$ cat src/rtl/cp0_exc_ctrl.sv
// CP0 exception/interrupt sequencer.
// Accepts a MEM-stage exception, interrupt or ERET and performs the architectural
// CP0 updates (EPC, CAUSE, STATUS) as serial writes on the single mtc0 port. It
// flushes the pipeline for the whole sequence and ends with a one-cycle redirect.
module cp0_exc_ctrl #(
  parameter logic [31:0] EXC_VECTOR = 32'h0000_0020,
  parameter logic [31:0] DS_OFFSET  = 32'h0000_0004
) (
  input  logic        clk,
  input  logic        rst,
  input  logic        exc_valid_i,
  input  logic [4:0]  exc_type_i,
  input  logic [31:0] pc_i,
  input  logic        in_delayslot_i,
  input  logic        mem_stall_i,
  input  logic [31:0] status_i,
  input  logic [31:0] cause_i,
  input  logic [31:0] epc_i,
  input  logic        wb_cp0_we_i,
  input  logic [4:0]  wb_cp0_waddr_i,
  input  logic [31:0] wb_cp0_data_i,
  output logic        cp0_we_o,
  output logic [4:0]  cp0_waddr_o,
  output logic [31:0] cp0_data_o,
  output logic        cp0_exc_o,
  output logic        flush_o,
  output logic        busy_o,
  output logic        new_pc_valid_o,
  output logic [31:0] new_pc_o
);

  localparam logic [4:0] AddrStatus = 5'd12;
  localparam logic [4:0] AddrCause  = 5'd13;
  localparam logic [4:0] AddrEpc    = 5'd14;

  typedef enum logic [2:0] {
    StIdle,
    StWrEpc,
    StWrCause,
    StWrStatus,
    StRedirect
  } state_e;

  state_e      state_q;
  logic [31:0] status_q, cause_q, epc_q, pc_q;
  logic        bd_q, eret_q;
  logic [4:0]  code_q;

  logic [31:0] status_eff, cause_eff, epc_eff;
  logic        int_pending, take_exc, is_eret, accept;
  logic [4:0]  code_sel;

  // CAUSE write word: BD comes from the delay-slot flag only on first-level entry.
  function automatic logic [31:0] cause_word(input logic bd, input logic exl,
                                             input logic [31:0] cause, input logic [4:0] code);
    logic [31:0] w;
    w      = cause;
    w[31]  = exl ? cause[31] : bd;
    w[6:2] = code;
    return w;
  endfunction

  // Effective CP0 values with forwarding from a pending mtc0 in WB.
  always_comb begin
    status_eff = status_i;
    cause_eff  = cause_i;
    epc_eff    = epc_i;
    if (wb_cp0_we_i && wb_cp0_waddr_i == AddrStatus) status_eff = wb_cp0_data_i;
    if (wb_cp0_we_i && wb_cp0_waddr_i == AddrEpc)    epc_eff    = wb_cp0_data_i;
    if (wb_cp0_we_i && wb_cp0_waddr_i == AddrCause) begin
      // Only the software-writable CAUSE fields are forwarded.
      cause_eff[23:22] = wb_cp0_data_i[23:22];
      cause_eff[9:8]   = wb_cp0_data_i[9:8];
    end
  end

  // Cause priority decode and acceptance.
  always_comb begin
    int_pending = status_eff[0] & ~status_eff[1] & (|(cause_eff[15:8] & status_eff[15:8]));
    take_exc    = 1'b1;
    is_eret     = 1'b0;
    code_sel    = 5'h00;
    if (int_pending)        code_sel = 5'h00;
    else if (exc_type_i[4]) code_sel = 5'h0A;
    else if (exc_type_i[3]) code_sel = 5'h08;
    else if (exc_type_i[2]) code_sel = 5'h09;
    else if (exc_type_i[1]) code_sel = 5'h0C;
    else if (exc_type_i[0]) begin
      take_exc = 1'b0;
      is_eret  = 1'b1;
    end else begin
      take_exc = 1'b0;
    end
    accept = (state_q == StIdle) & exc_valid_i & ~mem_stall_i & (take_exc | is_eret);
  end

  // Sequencer FSM with registered CP0-port, flush and redirect outputs.
  always_ff @(posedge clk or negedge rst) begin
    if (!rst) begin
      state_q        <= StIdle;
      status_q       <= '0;
      cause_q        <= '0;
      epc_q          <= '0;
      pc_q           <= '0;
      bd_q           <= 1'b0;
      eret_q         <= 1'b0;
      code_q         <= '0;
      cp0_we_o       <= 1'b0;
      cp0_waddr_o    <= '0;
      cp0_data_o     <= '0;
      cp0_exc_o      <= 1'b0;
      flush_o        <= 1'b0;
      busy_o         <= 1'b0;
      new_pc_valid_o <= 1'b0;
      new_pc_o       <= '0;
    end else begin
      cp0_we_o       <= 1'b0;
      cp0_waddr_o    <= '0;
      cp0_data_o     <= '0;
      cp0_exc_o      <= 1'b0;
      new_pc_valid_o <= 1'b0;
      new_pc_o       <= '0;
      unique case (state_q)
        StIdle: begin
          if (accept) begin
            status_q <= status_eff;
            cause_q  <= cause_eff;
            epc_q    <= epc_eff;
            pc_q     <= pc_i;
            bd_q     <= in_delayslot_i;
            eret_q   <= is_eret;
            code_q   <= code_sel;
            flush_o  <= 1'b1;
            busy_o   <= 1'b1;
            cp0_we_o <= 1'b1;
            if (is_eret) begin
              state_q     <= StWrStatus;
              cp0_waddr_o <= AddrStatus;
              cp0_data_o  <= status_eff & ~32'h2;
            end else if (status_eff[1]) begin
              // Nested exception: EPC keeps the original return address.
              state_q     <= StWrCause;
              cp0_exc_o   <= 1'b1;
              cp0_waddr_o <= AddrCause;
              cp0_data_o  <= cause_word(in_delayslot_i, 1'b1, cause_eff, code_sel);
            end else begin
              state_q     <= StWrEpc;
              cp0_waddr_o <= AddrEpc;
              cp0_data_o  <= in_delayslot_i ? pc_i - DS_OFFSET : pc_i;
            end
          end
        end
        StWrEpc: begin
          state_q     <= StWrCause;
          cp0_we_o    <= 1'b1;
          cp0_exc_o   <= 1'b1;
          cp0_waddr_o <= AddrCause;
          cp0_data_o  <= cause_word(bd_q, status_q[1], cause_q, code_q);
        end
        StWrCause: begin
          state_q     <= StWrStatus;
          cp0_we_o    <= 1'b1;
          cp0_waddr_o <= AddrStatus;
          cp0_data_o  <= status_q | 32'h2;
        end
        StWrStatus: begin
          state_q        <= StRedirect;
          new_pc_valid_o <= 1'b1;
          new_pc_o       <= eret_q ? epc_q : EXC_VECTOR;
        end
        StRedirect: begin
          state_q <= StIdle;
          flush_o <= 1'b0;
          busy_o  <= 1'b0;
        end
        default: begin
          state_q <= StIdle;
          flush_o <= 1'b0;
          busy_o  <= 1'b0;
        end
      endcase
    end
  end

endmodule

$ cat config.mk
export PLATFORM = sky130hd
export DESIGN_NAME = cp0_exc_ctrl
export DESIGN_NICKNAME = d
export VERILOG_FILES = /design/src/rtl/cp0_exc_ctrl.sv
export SDC_FILE = /design/constraint.sdc
export NUM_CORES = 1
export LEC_CHECK = 0
export BUFFER_PORTS_ARGS = -buffer_cell sky130_fd_sc_hd__buf_2
export CAP_MARGIN = 5
export CORE_MARGIN = 1
export CORE_UTILIZATION = 35
export CTS_CLUSTER_DIAMETER = 120
export CTS_CLUSTER_SIZE = 10
export DETAILED_ROUTE_END_ITERATION = 8
export PLACE_DENSITY = 0.58
export SETUP_SLACK_MARGIN = 0.05
export SLEW_MARGIN = 40
export SYNTH_ARGS = -nofsm -noshare
export SYNTH_HDL_FRONTEND = slang
export SYNTH_SLANG_ARGS = --single-unit
$ cat constraint.sdc
create_clock -name clk -period 2.25 [get_ports clk]
set_clock_uncertainty 0.15 [all_clocks]
set_input_delay 0.225 -clock clk [delete_from_list [all_inputs] [get_ports clk]]
set_output_delay 0.225 -clock clk [all_outputs]
set_load 0.1 [all_outputs]
# After elaboration in Yosys (flattened, before gate mapping)
# Index checks and enable logic that the tools add are counted.
dict set report word_totals {
  ff_bits 179
  out_inout_bits 74
}
dict set report op_classes {
  n_bitwise 10
  reduce_logical 9
  addsub 1
  muxes 45
  n_eq_ne 7
}
# cell count
set ops {}
lappend ops {{32-bit two-way mux} 8}
lappend ops {{32-bit case mux with 3 select lines} 1}
lappend ops {{32-bit by 3-bit subtractor with 32-bit output, second input constant} 1}
lappend ops {{4-bit two-way mux} 6}
lappend ops {{1-bit two-way mux} 18}
lappend ops {{5-bit by 4-bit equality test with 1-bit output, second input constant} 3}
lappend ops {{2-bit two-way mux} 6}
lappend ops {{3-bit case mux with 4 select lines} 1}
lappend ops {{4-bit case mux with 3 select lines} 1}
lappend ops {{8-bit AND} 1}
lappend ops {{8-bit OR reduction} 1}
lappend ops {{3-bit by 2-bit equality test with 1-bit output, second input constant} 2}
lappend ops {{1-bit case mux with 2 select lines} 3}
lappend ops {{1-bit AND} 5}
lappend ops {{2-bit AND reduction} 2}
lappend ops {{3-bit by 1-bit equality test with 1-bit output, second input constant} 1}
lappend ops {{1-bit logical AND} 3}
lappend ops {{3-bit zero test} 1}
lappend ops {{3-bit two-way mux} 1}
lappend ops {{1-bit NOT} 3}
lappend ops {{3-bit OR reduction} 1}
lappend ops {{2-bit inequality test, second input constant} 1}
lappend ops {{2-bit OR reduction} 1}
lappend ops {{1-bit OR} 1}

# Depth between registers and ports, before layout
dict set report logic_depth {
  word_depth 11
  ltp_mapped 10
  ltp_nobuf 9
}

# Worst setup path before layout
# No wires, ideal clock.
dict set report synth_path {
  path_type {input -> register}
  startpoint {input wb_cp0_waddr_i[4]}
  endpoint {register cause_q[10]}
  arrival_time_ps 2737
  slack_ps -762
  path_stages 8
  required_time_ps 1975
  setup_time_ps 125
  n_path_buf 1
  path_cell_list {and4bb_2 nand2_2 mux2_4 a222oi_1 a211oi_2 o31ai_2 buf_2 mux2_2}
}
dict set report synth_between {
  elab_chain_len 10
  word_cells_on_any_way 16
  classes_between {eq/ne: 2; mux: 4; bitwise: 6; reduce/logical: 4}
}
# element line
set synth_lines {}
lappend synth_lines {{start: declaration} 20} ;# input logic [4:0] wb_cp0_waddr_i,
lappend synth_lines {{5-bit by 4-bit equality test with 1-bit output (on tied branches)} {70, 68}}
lappend synth_lines {{1-bit logical AND (on tied branches)} {70, 68}}
lappend synth_lines {{2-bit two-way mux or 32-bit two-way mux (tied branches)} {70, 68}}
lappend synth_lines {{8-bit AND or 1-bit NOT (tied branches)} 79} ;# int_pending = status_eff[0] & ~status_eff[1] & (|(cause_eff[15:8] & status_eff[15:8]));
lappend synth_lines {{8-bit OR reduction or 1-bit AND (tied branches)} 79}
lappend synth_lines {{1-bit AND *} 79}
lappend synth_lines {{1-bit two-way mux} 83} ;# if (int_pending) code_sel = 5'h00;
lappend synth_lines {{1-bit OR *} 94} ;# accept = (state_q == StIdle) & exc_valid_i & ~mem_stall_i & (take_exc | is_eret);
lappend synth_lines {{1-bit AND *} 94}
lappend synth_lines {{2-bit AND reduction (no line) *} -}
lappend synth_lines {{end signal: assignment} 127} ;# cause_q <= cause_eff;
lappend synth_lines {{end: declaration} 45} ;# logic [31:0] status_q, cause_q, epc_q, pc_q;
# Every way passes the cells marked *; elsewhere a longest branch is shown, timed or not.
# A chain may end at the register's enable or synchronous reset.

# Final worst setup path
dict set report layout_path {
  startpoint {input wb_cp0_waddr_i[1]}
  endpoint {register status_q[27]}
}
dict set report layout_between {
  elab_chain_len 10
  word_cells_on_any_way 16
  classes_between {eq/ne: 2; mux: 4; bitwise: 6; reduce/logical: 4}
}
# element line
set layout_lines {}
lappend layout_lines {{5-bit by 4-bit equality test with 1-bit output (on tied branches)} {70, 68}}
lappend layout_lines {{1-bit logical AND (on tied branches)} {70, 68}}
lappend layout_lines {{2-bit two-way mux or 32-bit two-way mux (tied branches)} {70, 68}}
lappend layout_lines {{8-bit AND or 1-bit NOT (tied branches)} 79}
lappend layout_lines {{8-bit OR reduction or 1-bit AND (tied branches)} 79}
lappend layout_lines {{1-bit AND} 79}
lappend layout_lines {{1-bit two-way mux} 83}
lappend layout_lines {{1-bit OR} 94}
lappend layout_lines {{1-bit AND} 94}
lappend layout_lines {{2-bit AND reduction (no line)} -}
lappend layout_lines {{end signal: assignment} 126} ;# status_q <= status_eff;
lappend layout_lines {{end: declaration} 45}
# Parallel ways exist; a longest one is shown, timed or not.

==> metrics.md <==
| Metric | Value |
|---|---|
| Outcome | `finished, violations left` |
| Failing checks | `negative hold slack, negative setup slack` |
| Hold_buf cts | `35` |
| P_leak | `6.35 nW` |
| Pre-CTS WS | `-0.796 ns` |
| Largest net degree at the start of global routing | `72` |
| DRC Markers | `0` |
| Initial Util | `0.355` |
| Worst VDD drop | `between 1000 and 1500 uV` |
| Final Slew Violations | `0` |
| Total number of vias | `approximately 7,500` |
| Fin crit share | `1.10` |
| Critical path arrival | `between 2 and 3 ns` |
| GRT Overall Usage | `0.222` |
| FF+latch count, synth | `170` |
| Cell family contributing the most delay on the critical path | `buffers and inverters` |
| Multi-input gate area in the final layout | `approximately 0.0045 mm^2` |
| Synth Area per Inst | `11.0 um^2` |
| Die Y | `roughly 160 um` |
| Clock Sinks | `170` |
| # port buffers | `243` |
| Yosys cell types | `57` |
| Cells after Synth | `just under 800` |
| Post-layout min period | `2.48 ns` |
| Slew @ Worst Pin | `between 0.6 and 0.7 ns` |
| HP Class | `primary input to flop` |
| Site Rows | `between 50 and 60` |
| Vias per cell | `5.03` |
| Worst Path Required | `between 2 and 2.5 ns` |
| Power Density | `approximately 1100 mW/mm^2` |
| Cell mode on critical path | `buf_4` |
| Critical Path Sink Type | `flop` |
| Synthesized net count | `approximately 960` |
| Die Area | `0.0252 mm^2` |
| Hold_ws | `-0.0821 ns` |
| CTS tree | `built` |
| Nets@finish | `around 1,300` |
| Die Width | `159 um` |
| GRT overflow | `0` |
| Gpl congestion | `about 0.88` |
| Global-route wire length before repair | `about 43 mm` |
| RSZ-0062 raised after global routing | `yes` |
| TritonCTS Buffers | `17` |
| HPWL after DPL | `between 20 and 25 mm` |
| Crit-path slowest cell | `mux2_2` |
| Crit path buffers/inverters | `5` |
| FF+latch area | `0.00426 mm^2` |
| Post-synth top flop | `dfrtp_1` |
| Clock tree buffer depth | `2` |
| Clk_lat worst skew | `0.43 ns` |
| Number of enable flip-flop cells after synthesis | `0` |
| Fraction of registers with async set/reset | `1.00` |
| Final WS setup | `-0.231 ns` |
| FILL cells | `approximately 2,200` |
| Rel. slew slack | `0.595` |
| Critical Setup Path Class | `primary input to flop` |
| Fmax achieved | `0.403 GHz` |
| Initial DRT Pass Iterations | `5` |
| Netlist Area Pre-Place | `about 0.0086 mm^2` |
| Clock slew at reported path FFs | `0.07 ns` |
| Total Wirelength | `28.1 mm` |
| CP Max Fanout | `15` |
| Final setup fails | `between 100 and 150` |
| Synth warn | `0` |
| I/O Pins | `250` |
| Final Hold Viols | `1` |
| DR WL/cell | `between 15 and 20 um` |
| Layout cells sized above 1 | `0.484` |
| Initial antenna violation count | `3` |
| PnR Total Power | `about 0.014 W` |
| Vias in the first global route | `just under 8,000` |
| DRT antenna net count | `0` |
| CP startpoint kind | `primary input` |
| Max Cap Violations | `0` |
| H-tree depth | `4` |
| Core area | `roughly 0.024 mm^2` |
| Crit-path max cell delay | `~0.35 ns` |
| Area Growth Syn to Fin | `46.1%` |
| Sequential fraction of the synthesis area | `0.494` |
| Worst path cell trace | `buf_2 -> nand2b_1 -> buf_4 -> nor4b_4 -> buf_4 -> o221a_2 -> a2111oi_4 -> buf_4 -> a211oi_4 -> o31a_4 -> clkbuf_16 -> mux2_2` |
| Initial drt markers | `364` |
| Clock Root Buffer | `clkbuf_16` |
[what timing repair did]
item                       in CTS  in global routing
setup buffers                  15                  6
setup endpoints to repair     132                132
cloned                          3                  2
resized for setup             101                 33
hold endpoints to repair      205                  1
pin swaps                      29                  7
[worst reg2reg max path, cell delays in order (launching register included)]
cell,delay (ns)
dfrtp_1,0.39
nor2_1,0.12
and3_1,0.26
o31a_4,0.29
clkbuf_16,0.24
mux2_2,0.35
[where the power goes]
| group | switching [W] | total (W) | internal (W) | leakage [nW] |
|---|---|---|---|---|
| combinational | 0.00379 | 0.00605 | 0.00226 | 3.92 |
| clock | 0.00133 | 0.00303 | 0.00170 | 0.292 |
| sequential | 0.000625 | 0.00485 | 0.00423 | 2.14 |
| total | 0.00575 | 0.0139 | 0.00819 | 6.35 |
[cells in the final DEF, fill, tap and decap left out, drive strengths merged, types with 5 or more instances in the layout]
cell         count
a21oi            7
a22oi           32
and3            36
buf            356
clkbuf          20
dfrtp          170
dlygate4sd3     35
inv             15
mux2           130
mux2i           42
nand2          113
nand4            6
nand4b           5
nor2            26
nor3             6
nor4             5
o21ai           58
or3              6
or4              8
xnor2            5
xor2            18
[synthesized netlist by cell type (all sizes together) (2+ instances only)]
master | n | area share
dfrtp | 170 | 0.49
mux2 | 130 | 0.17
nand2 | 113 | 0.050
o21ai | 58 | 0.034
mux2i | 42 | 0.049
and3 | 36 | 0.026
clkbuf | 34 | 0.015
a22oi | 32 | 0.028
nor2 | 26 | 0.011
buf | 19 | 0.018
xor2 | 18 | 0.018
inv | 8 | 0.0035
or4 | 8 | 0.0070
a21oi | 7 | 0.0041
nand4 | 6 | 0.0044
nor3 | 6 | 0.0035
or3 | 6 | 0.0044
nand4b | 5 | 0.0051
nor4 | 5 | 0.0036
xnor2 | 5 | 0.0051
a31oi | 4 | 0.0029
and2 | 4 | 0.0029
nor2b | 4 | 0.0029
or2 | 4 | 0.0029
nand3 | 3 | 0.0017
a211oi | 2 | 0.0023
a21o | 2 | 0.0017
o21bai | 2 | 0.0017
o221a | 2 | 0.0026
o31ai | 2 | 0.0023
[cell type report]
type,instances,area share
diodes,3,0.000597
clock buffers,19,0.0352
clock inverters,13,0.0125
inverters,8,0.00239
multi-input cells,552,0.362
flip-flops and latches,170,0.338
well taps,324,0.0322
repair buffers,392,0.217
[cell families after synthesis]
| kind of cell | synth area share |
|---|---|
| compound gates | 0.0896 |
| xor+xnor | 0.0234 |
| buf+inv | 0.0368 |
| fa+ha+maj | 0.00145 |
| flops | 0.494 |
| mux | 0.219 |
| other cells | 0.000436 |
| simple gates | 0.135 |
[final timing paths]
path	end	slack, ns	start	cells past startpoint
max in group asynchronous	cp0_data_o[4]$_DFF_PN0_	1.27	rst	3
setup reg to reg	status_q[27]$_DFFE_PN0P_	0.33	state_q[0]$_DFFE_PN0P_	5
hold reg to reg	epc_q[6]$_DFFE_PN0P_	0.33	epc_q[6]$_DFFE_PN0P_	1
min in group asynchronous	new_pc_o[6]$_DFF_PN0_	0.22	rst	3
setup / recovery	status_q[27]$_DFFE_PN0P_	-0.23	wb_cp0_waddr_i[1]	12
hold / removal	cause_q[10]$_DFFE_PN0P_	-0.08	cause_i[10]	2
[flip-flops by register name, indices dropped and copies added, names as in the netlist]
name and count:
cp0_waddr_o 3, new_pc_valid_o 1, code_q 4, state_q 3
status_q 32, new_pc_o 32, busy_o 1, eret_q 1
cause_q 27, bd_q 1, epc_q 32, cp0_exc_o 1
cp0_data_o 32
[stage by stage]
| stage | TNS, ns | cells | util | hold WS [ns] | cell area (um^2) |
|---|---|---|---|---|---|
| global placement | -90.27 | 1393 | 0.455 | 0.0964 | 11000 |
| finish | -21.48 | 1481 | 0.518 | -0.0821 | 12600 |
| floorplan | -83.86 | 782 | - | -0.221 | 8810 |
| global route | -35.84 | 1480 | 0.518 | -0.102 | 12600 |
| CTS | -16.76 | 1477 | 0.512 | -0.0940 | 12400 |
| detailed placement | -94.91 | 1393 | 0.455 | 0.0948 | 11000 |
[metal layers]
metal  share of wire  track usage  up-vias
met5               0            0        -
li1                -            -     3511
met4           0.023       0.0680        0
met2            0.50        0.383      272
met3           0.051       0.0475       38
met1            0.42        0.278     3633
Note: power is estimated with default switching activity, not from simulation.
